### config.mk
export PLATFORM = sky130hd
export DESIGN_NAME = zoom_ram_arb
export DESIGN_NICKNAME = d
export VERILOG_FILES = /design/src/rtl/zoom_pkg.sv /design/src/rtl/zoom_rd_lat_pipe.sv /design/src/rtl/zoom_ram_arb.sv
export SDC_FILE = /design/constraint.sdc
export NUM_CORES = 1
export LEC_CHECK = 0
export CAP_MARGIN = 20
export CORE_MARGIN = 5
export CORE_UTILIZATION = 38
export CTS_CLUSTER_SIZE = 24
export DETAILED_ROUTE_END_ITERATION = 8
export GPL_TIMING_DRIVEN = 0
export PLACE_DENSITY = 0.72
export REMOVE_ABC_BUFFERS = 1
export SLEW_MARGIN = 30
export SYNTH_ARGS = -nofsm -noshare
export SYNTH_HDL_FRONTEND = slang
export SYNTH_SLANG_ARGS = --single-unit
### constraint.sdc
create_clock -name clk -period 3.08 [get_ports clk]
set_input_delay 0.462 -clock clk [delete_from_list [all_inputs] [get_ports clk]]
set_output_delay 0.462 -clock clk [all_outputs]
set_load 0.01 [all_outputs]
### src/rtl/zoom_pkg.sv
// Shared types and default sizes for the ZOOM line-RAM arbiter.
package zoom_pkg;
    localparam int ZOOM_ADDR_W = 11;
    localparam int ZOOM_DATA_W = 16;
    localparam int RAM_RD_LAT  = 2;

    typedef enum logic [1:0] {
        GNT_NONE,
        GNT_WR,
        GNT_RD
    } grant_t;
endpackage

### src/rtl/zoom_rd_lat_pipe.sv
// Read-return tracker: carries each read grant down a valid shift register
// and captures RAM read data one stage before the valid pops out, so data
// and strobe appear together.
module zoom_rd_lat_pipe #(
    parameter int DEPTH      = 3,
    parameter int DATA_WIDTH = 16
) (
    input  logic                  clk,
    input  logic                  rst,
    input  logic                  rd_gnt,
    input  logic [DATA_WIDTH-1:0] ram_rd_data,
    output logic                  rdout_valid,
    output logic [DATA_WIDTH-1:0] rdout_data
);
    logic [DEPTH-1:0] vld_pipe;

    // Shift the read grant along; reset drops anything in flight.
    always_ff @(posedge clk or posedge rst) begin
        if (rst) vld_pipe <= '0;
        else     vld_pipe <= {vld_pipe[DEPTH-2:0], rd_gnt};
    end

    // RAM data for a tracked read is live in the cycle before the last stage.
    always_ff @(posedge clk or posedge rst) begin
        if (rst)                   rdout_data <= '0;
        else if (vld_pipe[DEPTH-2]) rdout_data <= ram_rd_data;
    end

    assign rdout_valid = vld_pipe[DEPTH-1];
endmodule

### src/rtl/zoom_ram_arb.sv
// Shares one single-port line RAM between the line writer and the tap
// reader. Writes win conflicts until MAX_WR_BURST consecutive write grants
// have been given to a waiting reader, then the read gets one slot.
module zoom_ram_arb
    import zoom_pkg::*;
#(
    parameter int ADDR_WIDTH   = zoom_pkg::ZOOM_ADDR_W,
    parameter int DATA_WIDTH   = zoom_pkg::ZOOM_DATA_W,
    parameter int RAM_RD_LAT   = zoom_pkg::RAM_RD_LAT,
    parameter int MAX_WR_BURST = 4
) (
    input  logic                  clk,
    input  logic                  rst,
    input  logic                  wr_valid,
    output logic                  wr_ready,
    input  logic [ADDR_WIDTH-1:0] wr_addr,
    input  logic [DATA_WIDTH-1:0] wr_data,
    input  logic                  rd_valid,
    output logic                  rd_ready,
    input  logic [ADDR_WIDTH-1:0] rd_addr,
    output logic                  rdout_valid,
    output logic [DATA_WIDTH-1:0] rdout_data,
    output logic [ADDR_WIDTH-1:0] ram_addr,
    output logic [DATA_WIDTH-1:0] ram_wr_data,
    output logic                  ram_wr_en,
    input  logic [DATA_WIDTH-1:0] ram_rd_data,
    output logic [15:0]           conflict_cnt
);
    localparam logic [3:0] MAXB = 4'(MAX_WR_BURST);

    grant_t     gnt;
    logic [3:0] burst_cnt;

    // One grant per cycle; nothing is granted while reset is held.
    always_comb begin
        gnt = GNT_NONE;
        if (!rst) begin
            if (wr_valid && (!rd_valid || burst_cnt < MAXB)) gnt = GNT_WR;
            else if (rd_valid)                               gnt = GNT_RD;
        end
    end

    assign wr_ready = (gnt == GNT_WR);
    assign rd_ready = (gnt == GNT_RD);

    // Count writes that jumped ahead of a waiting read; a read or an idle
    // reader restarts the window.
    always_ff @(posedge clk or posedge rst) begin
        if (rst)                               burst_cnt <= '0;
        else if (!rd_valid || gnt == GNT_RD)   burst_cnt <= '0;
        else if (gnt == GNT_WR && burst_cnt < MAXB) burst_cnt <= burst_cnt + 4'd1;
    end

    // Register the RAM port from the granted request; address holds when idle.
    always_ff @(posedge clk or posedge rst) begin
        if (rst) begin
            ram_addr    <= '0;
            ram_wr_data <= '0;
            ram_wr_en   <= 1'b0;
        end else begin
            ram_wr_en <= 1'b0;
            case (gnt)
                GNT_WR: begin
                    ram_addr    <= wr_addr;
                    ram_wr_data <= wr_data;
                    ram_wr_en   <= 1'b1;
                end
                GNT_RD:  ram_addr <= rd_addr;
                default: ;
            endcase
        end
    end

    // Saturating count of cycles where both requesters wanted the RAM.
    always_ff @(posedge clk or posedge rst) begin
        if (rst)                                          conflict_cnt <= '0;
        else if (wr_valid && rd_valid && conflict_cnt != 16'hFFFF) conflict_cnt <= conflict_cnt + 16'd1;
    end

    zoom_rd_lat_pipe #(
        .DEPTH      (1 + RAM_RD_LAT),
        .DATA_WIDTH (DATA_WIDTH)
    ) u_rd_lat_pipe (
        .clk         (clk),
        .rst         (rst),
        .rd_gnt      (gnt == GNT_RD),
        .ram_rd_data (ram_rd_data),
        .rdout_valid (rdout_valid),
        .rdout_data  (rdout_data)
    );
endmodule

==> results of run 1 <==
-- worst max-delay path, cell delays in order --
cell	delay (ns)
clkdlybuf4s50_1	0.44
bufinv_16	0.28
buf_16	0.19
nand3_1	0.15
inv_1	0.13
ha_4	0.24
clkdlybuf4s50_1	0.58
-- cell families (layout without fill, tap and decap cells) --
group / count (synthesis) / in the layout / share of synthesized area, %
flip-flops: 67 / 67 / 59.6
AND/OR/NAND/NOR: 56 / 56 / 11.6
XOR/XNOR: 15 / 15 / 4.67
buffers and inverters: 12 / 149 / 1.65
AO/OA/AOI/OAI: 15 / 15 / 3.07
adder cells (fa/ha/maj): 4 / 4 / 1.78
multiplexers: 45 / 45 / 17.7
-- final cells by class --
cell class                 instances  area (um^2)
sequential                        67         1680
fill                             586         2750
clock buffer                      11          141
clock inverter                     5         52.6
inverter                           5         45.0
tap                               99          124
multi-input combinational        135         1120
timing repair buffer             128         1310
-- worst paths after layout --
path | endpoint | slack, ns | depth (start not counted)
setup / recovery | wr_ready | 0.14 | 7
hold / removal | u_rd_lat_pipe.vld_pipe[1] | 0.36 | 0
setup reg to reg | conflict_cnt[1] | 1.22 | 5
hold reg to reg | u_rd_lat_pipe.vld_pipe[1] | 0.36 | 0
max in group asynchronous | ram_addr[2] | 2.09 | 3
min in group asynchronous | conflict_cnt[15] | 0.50 | 2
-- placed cells by master, fill, tap and decap left out, drive strengths merged, types with 5 or more instances in the layout --
master           n
nand2           20
nor3             7
nand4            5
nor2             7
o21ai           12
dfrtp           67
buf              7
mux2            34
clkdlybuf4s50  120
mux2i           11
nand3            7
clkbuf          11
xor2            12
-- what timing repair did --
action                     4_1_cts  5_1_grt
setup endpoints to repair        2        2
pin swaps                        0        1
gates cloned                     1        0
resized for setup                5        2
hold buffers                     0        0
setup buffers                    1        5
-- metal layers --
| metal | wire, um | part of all wire [%] | vias to the layer above |
|---|---|---|---|
| met1 | 2680 | 41 | 1011 |
| met2 | 3250 | 49 | 71 |
| met3 | 575 | 8.7 | 8 |
| met4 | 71 | 1.1 | 0 |
| li1 | - | - | 1018 |
| met5 | 0 | 0 | - |
-- report_power, final --
| group | internal [mW] | leakage, nW | switching [mW] | total (mW) |
|---|---|---|---|---|
| Combinational | 0.466 | 0.972 | 0.260 | 0.726 |
| Clock | 0.392 | 0.0991 | 0.325 | 0.718 |
| Sequential | 1.04 | 0.826 | 0.123 | 1.16 |
| Total | 1.89 | 1.90 | 0.708 | 2.60 |
-- flip-flops by register name (all words and copies together), names as in the netlist --
signal,flops
u_rd_lat_pipe.vld_pipe,3
u_rd_lat_pipe.rdout_data,16
conflict_cnt,16
burst_cnt,4
ram_wr_data,16
ram_wr_en,1
ram_addr,11
-- per-stage QoR --
step           util, %  power (mW)  instances  setup TNS (ns)  instance area (um^2)
4_1_cts           61.0        2.64        445               0                  4400
5_1_grt           61.8        2.76        450               0                  4460
6_report          61.8        2.60        450               0                  4460
2_1_floorplan        -        1.43        207           -7.73                  2790
3_5_place_dp      57.4        1.89        427           -1.06                  4140
3_3_place_gp      57.0        1.87        426          -74.07                  4110
==> impl_metrics.csv, run 1 <==
group,metric,value,unit
routing,drcViolationCount,0,
placed_design,dpl_worst_slack,-0.599,ns
sta,final.setup_skew,0.0109,ns
sta,hold_slack,0.355,ns
placed_design,place_congestion,0.761,
critical_path,critPathMaxFanout,24,
grt,globalRoute.busiestLayer,"met2",
logic_synthesis,yosysWarningCount,0,
placed_design,io_buffers,120,
final_layout,drive_gt1_share,20.2,%
grt,overflow,0,
critical_path,cp.arrival,2.48,ns
cts,cts_root_buf,"clkbuf_8",
logic_synthesis,synth_most_common_cell,"dfrtp_1",
grt,grt_pass1_wl,10700,um
pwr,p_leak,1.90,nW
grt,track_usage,15.2,%
grt,globalRouteMet3Util,5.47,%
routing,via_count,2108,
logic_synthesis,ys_dominant_reg_cell,"dfrtp_1",
critical_path,worstSetupPathType,"input port to output pin",
logic_synthesis,synth_edf_count,0,
sta,final_hold_viol_count,0,
routing,drtIter0Drc,26,
hold_path,min_from,"u_rd_lat_pipe.vld_pipe[0]",
logic_synthesis,synth_seq_area_share,59.6,%
grt,antenna_found_initial,0,
logic_synthesis,synth_area_leaders,"dfrtp_1, mux2_2, mux2i_1",
final_layout,diodes,0,
placed_design,hpwl,4700,um
logic_synthesis,synthArstFlopShare,100,%
floorplan,die-area,0.00923,mm^2
sta,tightest_slew,0.665,ns
sta,period_needed,2.94,ns
floorplan,rows,31,
logic_synthesis,synth_area,0.00281,mm^2
cts,cts_tree,"done",
logic_synthesis,synth.top_cell.area_share,59.6,%
sta,period_share,95.4,%
floorplan,die_h,96.1,um
critical_path,worstSetupStartpoint,"rst",
grt,met2_usage,25.1,%
cts,numCtsBuffers,9,
sta,slew_headroom,55.6,%
sta,drv_slew,0,
routing,drtPass1Iterations,6,
job,cap_viol_max_count,0,
pwr,ir_worst_vdd,0.000252,V
logic_synthesis,syn_avg_cell_area,13.1,um^2
cts,clock-sinks,67,
floorplan,die_width,96.1,um
logic_synthesis,netlist_instances,214,
floorplan,initial_core_util,39.0,%
logic_synthesis,yosysUniqueCellTypes,32,
grt,use_met1,17.8,%
routing,routedWlPerCell,14.6,um
sta,rsz0062_at_grt,"false",
routing,postRouteAntennaNets,0,
pwr,p_per_area,583,mW/mm^2
final_layout,areaGrowthSynthToFinish,58.6,%
hold_path,worstHoldPathType,"register to register",
routing,vias_per_cell,4.68,
logic_synthesis,synth_common_cells,"dfrtp_1, mux2_2, nand2_1, o21ai_0, xor2_1",
critical_path,cp-start-kind,"input port",
logic_synthesis,synth_top_area_cell,"dfrtp_1",
cts,clockBufferDepth,2,
cts,clock_latency,0.33,ns
cts,path_clk_slew,0.07,ns
floorplan,ios,121,
sta,worst_slack,0.142,ns
critical_path,cp-end-kind,"output pin",
cts,cts_max_level,3,
sta,setup_viol,0,
floorplan,core_area,0.00721,mm^2
critical_path,critPathRequiredTime,2.62,ns
critical_path,reg2reg_from,"conflict_cnt[1]",
final_layout,nNetsFinal,408,
grt,grt_max_degree,25,
logic_synthesis,ys_seq_elements,67,
grt,grt_pass1_vias,2232,
routing,finalWirelength,6580,um
sta,timing.fmax,340,MHz
run_status,outcome,"completed",
Power figures use the tool's default switching activity.
==> run 2: changes to the inputs <==
Settings changed: CELL_PAD_IN_SITES_DETAIL_PLACEMENT set to 2, CELL_PAD_IN_SITES_GLOBAL_PLACEMENT set to 2, CORE_ASPECT_RATIO set to 1.4, CORE_UTILIZATION 38 to 24, GPL_ROUTABILITY_DRIVEN set to 0, PLACE_DENSITY 0.72 to 0.73.
==> run 2 against run 1 <==
  * Worst setup slack gained 0.25 ns
  * Clock power grew 52%
  * Flip-flop and latch count is the same
  * Wire length grew 27%
  * Critical path depth is the same
  * Cell area grew 5.1%
  * Fmax grew 9.2%
  * Sequential power is essentially flat
  * Clock skew shrank 0.0049 ns
  * First-iteration DRC count grew 35%
  * Cell count grew 11%
  * Global-route usage shrank 2.7 points
  * Critical endpoint is now rd_ready
  * Largest cell class unchanged
  * Largest power group unchanged
==> impl_metrics.csv, run 2 (same netlist as run 1, synthesis figures left out) <==
group,metric,value,unit
routing,drcViolationCount,0,
sta,drv_slew,0,
sta,final.setup_skew,0.00605,ns
critical_path,cp-start-kind,"input port",
grt,grt_pass1_vias,2552,
cts,clock-sinks,67,
grt,overflow,0,
sta,period_share,87.3,%
job,cap_viol_max_count,0,
routing,routedWlPerCell,16.7,um
final_layout,utilization,41.2,%
grt,grt_max_degree,26,
critical_path,worst_path_largest_cell_delay,0.56,ns
cts,cts_root_buf,"clkbuf_16",
floorplan,die-area,0.0140,mm^2
floorplan,ios,121,
cts,clock_latency,0.33,ns
routing,drt-met1-wl,3060,um
sta,timing.fmax,372,MHz
final_layout,mostFrequentLayoutCell,"clkdlybuf4s50_1",
floorplan,die_width,102,um
floorplan,core_area,0.0114,mm^2
placed_design,hpwl,5860,um
grt,grt_pass1_wl,13500,um
critical_path,critPathMaxFanout,25,
floorplan,die_h,138,um
pwr,p_per_area,641,mW/mm^2
hold_path,worstHoldPathType,"input port to asynchronous set/reset pin",
routing,drtPass1Iterations,4,
final_layout,reg.largest.list,"conflict_cnt (16), ram_wr_data (16), u_rd_lat_pipe.rdout_data (16)",
routing,postRouteAntennaNets,0,
cts,clockBufferDepth,2,
floorplan,initial_core_util,24.7,%
critical_path,cp-end-kind,"output pin",
sta,setup_viol,0,
cts,cts_max_level,3,
sta,period_needed,2.69,ns
sta,tightest_slew,0.690,ns
cts,cts_tree,"done",
sta,final_hold_viol_count,0,
sta,slew_headroom,54.0,%
final_layout,nNetsFinal,413,
critical_path,critPathRequiredTime,2.62,ns
routing,via_count,2213,
cts,numCtsBuffers,9,
placed_design,io_buffers,120,
routing,vias_per_cell,4.43,
final_layout,final_cell_mix,"clkdlybuf4s50_1, dfrtp_1, mux2_2",
cts,path_clk_slew,0.06,ns
pwr,ir_worst_vdd,0.000251,V
pwr,fin_total_pwr,3.01,mW
routing,wl_met2,4640,um
floorplan,rows,46,
final_layout,fill_cells,1183,
pwr,p_leak,1.99,nW
grt,antenna_found_initial,0,
final_layout,areaGrowthSynthToFinish,66.7,%
final_layout,drive_gt1_share,21.6,%
sta,setup_tns,0,ns
routing,top_layer,"met4",
run_status,outcome,"completed",
grt,track_usage,12.5,%
routing,drtIter0Drc,35,
final_layout,diodes,0,
routing,wl_met3,572,um
critical_path,crit_path_top_delay_cell,"clkdlybuf4s50_1",
critical_path,worstSetupPathType,"input port to output pin",
routing,finalWirelength,8340,um
sta,rsz0062_at_grt,"false",
critical_path,cp.arrival,2.23,ns
critical_path,critical_path.cell_chain,"dlymetal6s2s_1, bufinv_16, buf_16, nand3_1, inv_1, ha_4, clkdlybuf4s50_1",
-- run 2: changes by cell type in the layout (fill, tap and decap cells not counted) --
cell / previous run / this run
clkinv_2: 3 / 1
clkbuf_16: 0 / 9
clkinvlp_4: 1 / 0
buf_4: 6 / 10
clkbuf_8: 10 / 4
inv_6: 0 / 1
dlymetal6s2s_1: 0 / 1
clkdlybuf4s50_1: 120 / 119
clkinv_4: 0 / 1
clkbuf_1: 1 / 0
-- run 2: timing repair --
| item | in CTS | in global routing |
|---|---|---|
| pin swaps | 0 | 0 |
| gates resized for setup | 7 | 1 |
| cloned | 1 | 1 |
| setup buffers | 2 | 8 |
| hold buffers | 0 | 0 |
| endpoints found under the hold margin | 0 | 0 |
| endpoints found under the setup margin | 2 | 2 |
-- run 2: worst max-delay path, delay by kind of cell --
kind / cells / cell delay (ns)
buffers and inverters: 5 / 1.37
adders and majority gates: 1 / 0.21
and+or+nand+nor: 1 / 0.16
-- run 2: worst paths after layout --
kind / from / endpoint / slack [ns] / depth (start not counted)
min reg2reg: u_rd_lat_pipe.vld_pipe[0] / u_rd_lat_pipe.vld_pipe[1] / 0.35 / 0
max reg2reg: conflict_cnt[0] / conflict_cnt[1] / 1.14 / 5
min: rst / conflict_cnt[4] / 0.16 / 2
max in group asynchronous: rst / u_rd_lat_pipe.rdout_data[2] / 2.33 / 3
max: rst / rd_ready / 0.39 / 7
min in group clk: u_rd_lat_pipe.vld_pipe[0] / u_rd_lat_pipe.vld_pipe[1] / 0.35 / 0
-- run 2: area by class of cell --
cell class	instances	area, um^2	area share (%)
sequential	67	1680	35.8
multi-input combinational	135	1120	23.8
timing repair inverter	1	8.76	0.187
timing repair buffer	132	1340	28.5
clock buffer	13	280	5.98
clock inverter	3	43.8	0.934
tap	144	180	3.84
inverter	5	45.0	0.961
-- run 2: metal layers --
layer | track usage [%] | vias to the layer above
met4 | 3.36 | 0
met3 | 4.88 | 6
li1 | - | 1023
met2 | 22.7 | 70
met5 | 0 | -
met1 | 13.1 | 1114
-- run 2: power breakdown --
group / switching, mW / leakage, nW / internal [mW]
sequential: 0.130 / 0.826 / 1.04
clock: 0.378 / 0.162 / 0.715
combinational: 0.273 / 1.01 / 0.472
total: 0.781 / 1.99 / 2.22
-- run 2: metrics by stage --
| stage | std cells | area (um^2) | worst slack [ns] | hold WS (ns) |
|---|---|---|---|---|
| after floorplan | 207 | 2790 | -0.300 | 0.331 |
| after global placement | 471 | 4170 | -2.31 | 0.333 |
| after detailed placement | 472 | 4200 | -0.674 | 0.343 |
| after CTS | 491 | 4620 | 0.0133 | 0.354 |
| after global routing | 500 | 4690 | 0.268 | 0.175 |
| final | 500 | 4690 | 0.390 | 0.165 |
